--- src/rtl/hazard_ctrl.sv ---
// Load-use hazard detection, redirect squash, post-reset pipeline fill and saturating event counters.
// Latency: control outputs are combinational from state and current inputs (zero cycles); counters update at the next edge.
// Backpressure: stall_f/stall_d hold the front end on a load-use; flush_d/bubble_x squash for FLUSH_CYCLES after a redirect.
//
// Ports:
//   clock, reset             rising-edge clock, synchronous active-low reset
//   inst_d/inst_x/inst_m     instructions currently in D, X and M
//   redirect_x               taken branch/jal/jalr resolved in X
//   stall_f, stall_d         hold PC / hold F/D register
//   bubble_x, flush_d        load NOP into D/X / load NOP into F/D
//   busy                     controller not in RUN
//   stall_cnt, flush_cnt     saturating load-use bubble and redirect counters
module hazard_ctrl #(
    parameter logic [31:0] NOP_INST     = 32'h00000013,
    parameter int          FLUSH_CYCLES = 2,
    parameter int          RESET_HOLD   = 2,
    parameter int          CNT_W        = 16
) (
    input  logic             clock,
    input  logic             reset,
    input  logic [31:0]      inst_d,
    input  logic [31:0]      inst_x,
    input  logic [31:0]      inst_m,
    input  logic             redirect_x,
    output logic             stall_f,
    output logic             stall_d,
    output logic             bubble_x,
    output logic             flush_d,
    output logic             busy,
    output logic [CNT_W-1:0] stall_cnt,
    output logic [CNT_W-1:0] flush_cnt
);

    localparam logic [4:0] OPC_LOAD   = 5'b00000;
    localparam logic [4:0] OPC_STORE  = 5'b01000;
    localparam logic [4:0] OPC_BRANCH = 5'b11000;
    localparam logic [4:0] OPC_JAL    = 5'b11011;
    localparam logic [4:0] OPC_LUI    = 5'b01101;
    localparam logic [4:0] OPC_AUIPC  = 5'b00101;
    localparam logic [4:0] OPC_OP     = 5'b01100;
    localparam logic [4:0] OPC_SYSTEM = 5'b11100;

    typedef enum logic [1:0] {HOLD, RUN, FLUSH} state_t;

    state_t           state_q, state_d;
    logic [2:0]       cnt_q, cnt_d;
    logic [CNT_W-1:0] stall_cnt_q, stall_cnt_d;
    logic [CNT_W-1:0] flush_cnt_q, flush_cnt_d;
    logic             stall_inc, flush_inc;

    // The NOP itself is muxed into the pipeline registers downstream; this
    // block only raises the controls. Unread bits are gathered here.
    logic unused_bits;
    assign unused_bits = ^{inst_d[31:25], inst_d[14:7], inst_d[1:0],
                           inst_x[31:12], inst_x[6:0] == 7'b0 ? 1'b0 : 1'b0,
                           inst_m[31:12], NOP_INST};

    logic [4:0] opc_d;
    logic       uses_rs1, uses_rs2;
    logic       lu;

    assign opc_d    = inst_d[6:2];
    assign uses_rs1 = !(opc_d inside {OPC_LUI, OPC_AUIPC, OPC_JAL, OPC_SYSTEM});
    assign uses_rs2 = opc_d inside {OPC_OP, OPC_STORE, OPC_BRANCH};

    // Only loads produce late data; an x0 destination never carries a value.
    function automatic logic hit(input logic [31:0] s, input logic [31:0] d,
                                 input logic rs1_used, input logic rs2_used);
        hit = (s[6:2] == OPC_LOAD) && (s[11:7] != 5'd0) &&
              ((rs1_used && (s[11:7] == d[19:15])) ||
               (rs2_used && (s[11:7] == d[24:20])));
    endfunction

    assign lu = hit(inst_x, inst_d, uses_rs1, uses_rs2) |
                hit(inst_m, inst_d, uses_rs1, uses_rs2);

    always_comb begin
        state_d   = state_q;
        cnt_d     = cnt_q;
        stall_f   = 1'b0;
        stall_d   = 1'b0;
        bubble_x  = 1'b0;
        flush_d   = 1'b0;
        stall_inc = 1'b0;
        flush_inc = 1'b0;
        if (!reset) begin
            // Reset forces HOLD-style controls immediately, whatever the state.
            stall_f  = 1'b1;
            stall_d  = 1'b1;
            bubble_x = 1'b1;
            flush_d  = 1'b1;
        end else begin
            unique case (state_q)
                HOLD: begin
                    stall_f  = 1'b1;
                    stall_d  = 1'b1;
                    bubble_x = 1'b1;
                    flush_d  = 1'b1;
                    if (cnt_q == 3'd0) state_d = RUN;
                    else               cnt_d   = cnt_q - 3'd1;
                end
                RUN: begin
                    // A redirect wins over a pending load-use: the stalled pair is wrong-path.
                    if (redirect_x) begin
                        flush_d   = 1'b1;
                        bubble_x  = 1'b1;
                        flush_inc = 1'b1;
                        state_d   = FLUSH;
                        cnt_d     = 3'(FLUSH_CYCLES - 1);
                    end else if (lu) begin
                        stall_f   = 1'b1;
                        stall_d   = 1'b1;
                        bubble_x  = 1'b1;
                        stall_inc = 1'b1;
                    end
                end
                FLUSH: begin
                    // Both sides of any hazard are being squashed, and a redirect
                    // seen here comes from a bubble, so inputs are ignored.
                    flush_d  = 1'b1;
                    bubble_x = 1'b1;
                    if (cnt_q == 3'd0) state_d = RUN;
                    else               cnt_d   = cnt_q - 3'd1;
                end
                default: state_d = HOLD;
            endcase
        end
    end

    always_comb begin
        stall_cnt_d = stall_cnt_q;
        flush_cnt_d = flush_cnt_q;
        if (stall_inc && (stall_cnt_q != {CNT_W{1'b1}})) stall_cnt_d = stall_cnt_q + CNT_W'(1);
        if (flush_inc && (flush_cnt_q != {CNT_W{1'b1}})) flush_cnt_d = flush_cnt_q + CNT_W'(1);
    end

    always_ff @(posedge clock) begin
        if (!reset) begin
            state_q     <= HOLD;
            cnt_q       <= 3'(RESET_HOLD - 1);
            stall_cnt_q <= '0;
            flush_cnt_q <= '0;
        end else begin
            state_q     <= state_d;
            cnt_q       <= cnt_d;
            stall_cnt_q <= stall_cnt_d;
            flush_cnt_q <= flush_cnt_d;
        end
    end

    // Counters read as zero for as long as reset is held low.
    assign stall_cnt = reset ? stall_cnt_q : '0;
    assign flush_cnt = reset ? flush_cnt_q : '0;
    assign busy      = !reset || (state_q != RUN);

endmodule
--- config.mk ---
export PLATFORM = sky130hd
export DESIGN_NAME = hazard_ctrl
export DESIGN_NICKNAME = d
export VERILOG_FILES = /design/src/rtl/hazard_ctrl.sv
export SDC_FILE = /design/constraint.sdc
export NUM_CORES = 1
export LEC_CHECK = 0
export ABC_AREA = 1
export BUFFER_PORTS_ARGS = -buffer_cell sky130_fd_sc_hd__clkbuf_2
export CAP_MARGIN = 20
export CORE_UTILIZATION = 47
export DETAILED_ROUTE_END_ITERATION = 8
export PLACE_DENSITY = 0.82
export SLEW_MARGIN = 20
export SYNTH_ARGS = -nofsm -noshare
export SYNTH_HDL_FRONTEND = slang
export SYNTH_SLANG_ARGS = --single-unit
--- constraint.sdc ---
create_clock -name clock -period 2.2 [get_ports clock]
set_input_delay 0.44 -clock clock [delete_from_list [all_inputs] [get_ports clock]]
set_output_delay 0.44 -clock clock [all_outputs]
set_load 0.005 [all_outputs]
==> flow_summary.ini, run 1 <==
[sta]
fin_skew_ns = 0.01208
fin_crit_sh_pct = 94.10
slew_viol_final = 0
tns_ns = 0
setup_viol = 0
maxSlewHeadroom_pct = 75.14
rsz0062_at_grt = no
max_clock_freq_ghz = 0.4831
period_minus_slack_ns = 2.070
worst_pin_slew_ns = 0.3725
hold_violations = 0

[setup_path]
crit_top_cell = nand2_1
crit_required_ns = 1.76
path_cells = clkbuf_2 -> inv_1 -> nand2_1 -> nand2_1 -> nand2_1 -> inv_1 -> nand2_1 -> nand3_1 -> nand2_1 -> nand2_1 -> nand2_2 -> nand2_2 -> inv_1 -> or2_4 -> clkbuf_2
start_kind = input port
critPathArrivalTime_ns = 1.63
crit_slowest_cell = or2_4
critical_path_class = in -> out
slowest_delay_ns = 0.22
crit_path_max_fanout = 3
cp-end-kind = output pin

[global_route]
grt_pass1_wl_microns = 10850
grt_start_max_net_pins = 24
grt_use_total_pct = 21.83
overflow = 0
antenna_found_initial = 0
grt_pass1_vias = 2707

[floorplanning]
design.core.area_sq_um = 5540
die_w_microns = 78.22
fp-row-count = 27
die_h_microns = 78.22
ios = 136
die-area_sq_um = 6118
start_util_pct = 49.28

[clock_network]
clkSinkCount = 37
cts_htree_levels = 2
clkTransAtPathRegs_ns = 0.07
cts_buffers = 5
clk-insertion-delay-late_ns = 0.30
cts_tree = built
cts_buffer_depth = 2
root_buffer = clkbuf_8

[final_layout]
synthToLayoutAreaGrowth_pct = 22.32
final_common_cell = nand2_1
num_antenna_cells = 0
final_cell_mix = nand2_1 (123), inv_1 (100), clkbuf_2 (74), nor2_1 (45), dfxtp_1 (37)
multi_input_area_sq_um = 1544
seq_area_sq_um = 740.7
fillers = 515
nets = 632
final_cell_area_sq_um = 3339
layout-drive-gt1-share_pct = 21.89

[logic_synthesis]
syn-num-nets = 554
synth-seq-cells = 37
synth.avg_cell_area_sq_um = 6.053
syn_inst = 451
synth_area_sq_um = 2730
ys_warn_count = 0
yosysSeqAreaShare_pct = 27.13
ys_types = 34

[placement]
dp_hpwl_microns = 4814
placedInstanceArea_sq_um = 3178
gp_congestion = 0.8523
io_buffers = 74

[run_status]
status = completed

[route]
wirelength_microns = 6159
vias = 2814
drt-pass1-iter-count = 4
drc = 0
wl_per_cell_microns = 10.23
ant_nets = 0
via_per_inst = 4.674
first_iter_violations = 140

[job]
maxCapViolCount = 0

[power_and_ir_drop]
leakage_uw = 0.001886
power_density_nw_per_um2 = 556.8
irDropWorstVdd_mv = 0.3015

[min_path]
hold_path_class = reg -> reg
==> cell families (layout without fill, tap and decap cells) <==
group | Yosys count | after routing | share of synthesized area, %
AO/OA/AOI/OAI | 49 | 49 | 11.00
XOR/XNOR | 13 | 13 | 4.171
AND/OR/NAND/NOR | 232 | 232 | 38.96
flip-flops | 37 | 37 | 27.13
adder cells (fa/ha/maj) | 4 | 4 | 1.833
buffers and inverters | 116 | 195 | 16.91
==> per-stage QoR <==
step           instances  setup slack (ns)  hold WS [ns]  total power (uW)  util (%)
2_1_floorplan        451            0.2346        0.4390              1040         -
3_3_place_gp         593           0.07292        0.4484              1139     57.36
3_5_place_dp         593           0.04923        0.4561              1160     57.36
4_1_cts              601           0.04190        0.4667              1867     59.78
5_1_grt              602          0.002562        0.4950              1984     60.28
6_report             602            0.1298        0.4645              1860     60.28
==> path summary, 6_finish.rpt <==
kind | startpoint | endpoint | slack [ns] | cells after the start
max | inst_d[3] | stall_f | 0.13 | 15
min | cnt_q[1]$_SDFFE_PN0P_ | cnt_q[1]$_SDFFE_PN0P_ | 0.46 | 2
max reg2reg | stall_cnt_q[0]$_SDFFE_PN0P_ | stall_cnt_q[7]$_SDFFE_PN0P_ | 0.35 | 12
min reg2reg | cnt_q[1]$_SDFFE_PN0P_ | cnt_q[1]$_SDFFE_PN0P_ | 0.46 | 2
==> final cells by class <==
type                    count  area share [%]
repair buffers             82           13.00
flip-flops and latches     37           22.18
multi-input cells         298           46.23
clock inverters             3           1.948
well taps                  72           2.698
inverters                 105           11.88
clock buffers               5           2.061
==> routing by layer <==
layer	vias up	part of all wire, %	wire length [microns]	global-route usage, %
met2	56	49	2996	38.77
li1	1526	-	-	-
met5	-	0	0	0
met3	4	3.9	243	5.698
met4	0	0.76	47	6.852
met1	1228	47	2872	25.43
==> worst max-delay path: cells and delay by family <==
kind          cells  cell delay [ns]
buf+inv           5             0.37
simple gates     10             0.81
==> registers in the layout (all words and copies together), names as in the netlist <==
name         flops
state_q          2
stall_cnt_q     16
cnt_q            3
flush_cnt_q     16
==> cells in the mapped netlist <==
library cell	number	area, sq um
buf_2	1	5.000
nor4_4	1	21.27
nand2_1	124	465.5
nor2_2	1	6.260
o211a_1	2	20.02
inv_1	100	375.4
buf_6	2	22.52
xor2_1	5	43.79
nor3_1	11	55.05
xnor2_1	8	70.07
buf_4	2	15.01
a31oi_1	1	6.260
nand4_1	15	93.84
nand2_2	2	12.51
or2_2	4	25.02
o21ai_1	1	5.000
o21a_1	3	22.52
nand3_1	18	90.09
nor2_8	1	20.02
clkbuf_1	6	22.52
nor2_1	46	172.7
inv_4	1	6.260
a21oi_1	15	75.07
o21bai_1	13	97.59
nor3_2	1	10.01
o21ai_2	1	8.760
nor4_1	1	6.260
ha_1	4	50.05
nor2_4	3	33.78
nand3_4	1	17.52
nand2_4	3	33.78
inv_2	4	15.01
dfxtp_1	37	740.7
o21ai_0	13	65.06
==> report_power, final <==
| group | internal [uW] | switching (uW) | leakage (uW) |
|---|---|---|---|
| sequential | 710 | 30.9 | 0.000299 |
| combinational | 176 | 233 | 0.00152 |
| clock | 451 | 260 | 0.0000681 |
==> timing repair <==
action,in CTS,in global routing
setup endpoints to repair,0,3
gates resized for setup,0,7
setup buffers,0,1
hold buffers,0,0
(Power assumes the default switching activity.)
==> run 2: changes to the inputs <==
--- a/config.mk
+++ b/config.mk
@@ -8,9 +8,11 @@
 export ABC_AREA = 1
 export BUFFER_PORTS_ARGS = -buffer_cell sky130_fd_sc_hd__clkbuf_2
 export CAP_MARGIN = 20
-export CORE_UTILIZATION = 47
+export CORE_UTILIZATION = 48
+export CTS_BUF_LIST = sky130_fd_sc_hd__clkbuf_8
 export DETAILED_ROUTE_END_ITERATION = 8
-export PLACE_DENSITY = 0.82
+export PLACE_DENSITY = 0.83
+export REMOVE_ABC_BUFFERS = 1
 export SLEW_MARGIN = 20
 export SYNTH_ARGS = -nofsm -noshare
 export SYNTH_HDL_FRONTEND = slang
==> run 2 against run 1 <==
Against the previous run: first-iteration DRC count fell by 31%; fmax shrank 1.5%; utilization shrank 0.58 points; hold slack improved by 0.0018 ns; worst setup slack lost 0.031 ns; sequential power hardly changed; clock skew up 0.0021 ns; largest cell class unchanged; final cell count is 0.17% lower; clock-buffer cell count up 1; cell area shrank 1.6%; largest power group unchanged; critical path type unchanged; non-clock buffer count decreased by 1.
==> flow_summary.ini, run 2 (synthesis gave the netlist of run 1 again) <==
[route]
drc = 0
via_per_inst = 4.800
first_iter_violations = 97
ant_nets = 0
drt-pass1-iter-count = 4
wl_per_cell_microns = 10.25
wirelength_microns = 6160
vias = 2885

[clock_network]
hold_buffers = 0
cts_tree = built
clkSinkCount = 37
cts_buffers = 5
clk-insertion-delay-late_ns = 0.30
root_buffer = clkbuf_8
cts_buffer_depth = 2
cts_htree_levels = 2
clkTransAtPathRegs_ns = 0.07

[final_layout]
top_regs = flush_cnt_q: 16 flops, stall_cnt_q: 16 flops, cnt_q: 3 flops
final_common_cell = nand2_1
layout-drive-gt1-share_pct = 21.93
final_cell_mix = nand2_1 (121), inv_1 (100), clkbuf_2 (74), nor2_1 (45), dfxtp_1 (37)
final_cell_area_sq_um = 3287
nets = 631
fillers = 523
synthToLayoutAreaGrowth_pct = 20.39
num_antenna_cells = 0

[floorplanning]
design.core.area_sq_um = 5507
ios = 136
die_h_microns = 77.42
die_w_microns = 77.42
fp-row-count = 27
start_util_pct = 49.58
die-area_sq_um = 5993

[setup_path]
crit_path_max_fanout = 3
critPathArrivalTime_ns = 1.66
crit_required_ns = 1.76
start_kind = input port
cp-end-kind = output pin
critical_path_class = in -> out

[sta]
setup_ws_ns = 0.09880
setup_viol = 0
worst_pin_slew_ns = 0.3713
fin_skew_ns = 0.01423
max_clock_freq_ghz = 0.4759
slew_viol_final = 0
hold_violations = 0
maxSlewHeadroom_pct = 75.22
period_minus_slack_ns = 2.101
fin_crit_sh_pct = 95.51

[global_route]
antenna_found_initial = 0
grt_start_max_net_pins = 20
grt_pass1_wl_microns = 10450
grt_pass1_vias = 2512
overflow = 0
grt_use_total_pct = 21.51

[placement]
placedInstanceArea_sq_um = 3178
gp_congestion = 0.8913
dp_hpwl_microns = 4880
io_buffers = 74
place_ws_ns = 0.05387

[min_path]
hold_path_class = reg -> reg

[power_and_ir_drop]
leakage_uw = 0.001863
irDropWorstVdd_mv = 0.5080
power_uw = 1657
power_density_nw_per_um2 = 504.2

[job]
maxCapViolCount = 0

[run_status]
status = completed
run 2: routing by layer:
layer / share of wire [%] / global-route usage (%) / vias up
li1: - / - / 1531
met1: 47 / 26.56 / 1264
met2: 46 / 35.49 / 78
met3: 5.1 / 5.059 / 12
met4: 2.1 / 9.434 / 0
met5: 0 / 0 / -
run 2: through the flow:
| stage | util (%) | hold WS, ns | std cells | setup TNS (ns) |
|---|---|---|---|---|
| floorplan | - | 0.4390 | 440 | 0 |
| global placement | 57.71 | 0.4468 | 593 | 0 |
| detailed placement | 57.71 | 0.4569 | 593 | 0 |
| CTS | 59.46 | 0.4674 | 601 | 0 |
| global route | 59.69 | 0.4955 | 601 | -0.006282 |
| finish | 59.69 | 0.4663 | 601 | 0 |
run 2: timing repair:
action                     CTS  global route
setup buffers                0             0
resized for setup            0             5
setup endpoints to repair    0             3
run 2: worst max-delay path: stages:
cell and delay (ns):
clkbuf_2 0.11, nor2_2 0.13, nand2_1 0.07, nand3_1 0.07, nand2_1 0.07, nand3_1 0.08
nand2_1 0.06, nand2_1 0.07, nand2_2 0.08, buf_4 0.14, o21ai_0 0.13, nand3_1 0.09
clkbuf_2 0.12
run 2: area by class of cell:
class                   count  area, sq um  area share [%]
multi-input cells         298         1540           46.86
flip-flops and latches     37        740.7           22.54
inverters                 105        396.6           12.07
repair buffers             81        422.9           12.87
clock buffers               6        82.58           2.512
well taps                  72        90.09           2.741
clock inverters             2        13.76          0.4187
run 2: power by group:
part / switching [uW] / total, uW / internal (uW)
Sequential: 32.6 / 743 / 710
Clock: 252 / 506 / 254
Combinational: 234 / 409 / 175
run 2: worst paths after layout:
| check | from | end | slack [ns] | cells past startpoint |
|---|---|---|---|---|
| max | inst_d[3] | bubble_x | 0.1 | 13 |
| max reg2reg | stall_cnt_q[0]$_SDFFE_PN0P_ | stall_cnt_q[7]$_SDFFE_PN0P_ | 0.27 | 12 |
| min | cnt_q[2]$_SDFFE_PN0P_ | cnt_q[2]$_SDFFE_PN0P_ | 0.47 | 2 |
| min reg2reg | cnt_q[2]$_SDFFE_PN0P_ | cnt_q[2]$_SDFFE_PN0P_ | 0.47 | 2 |
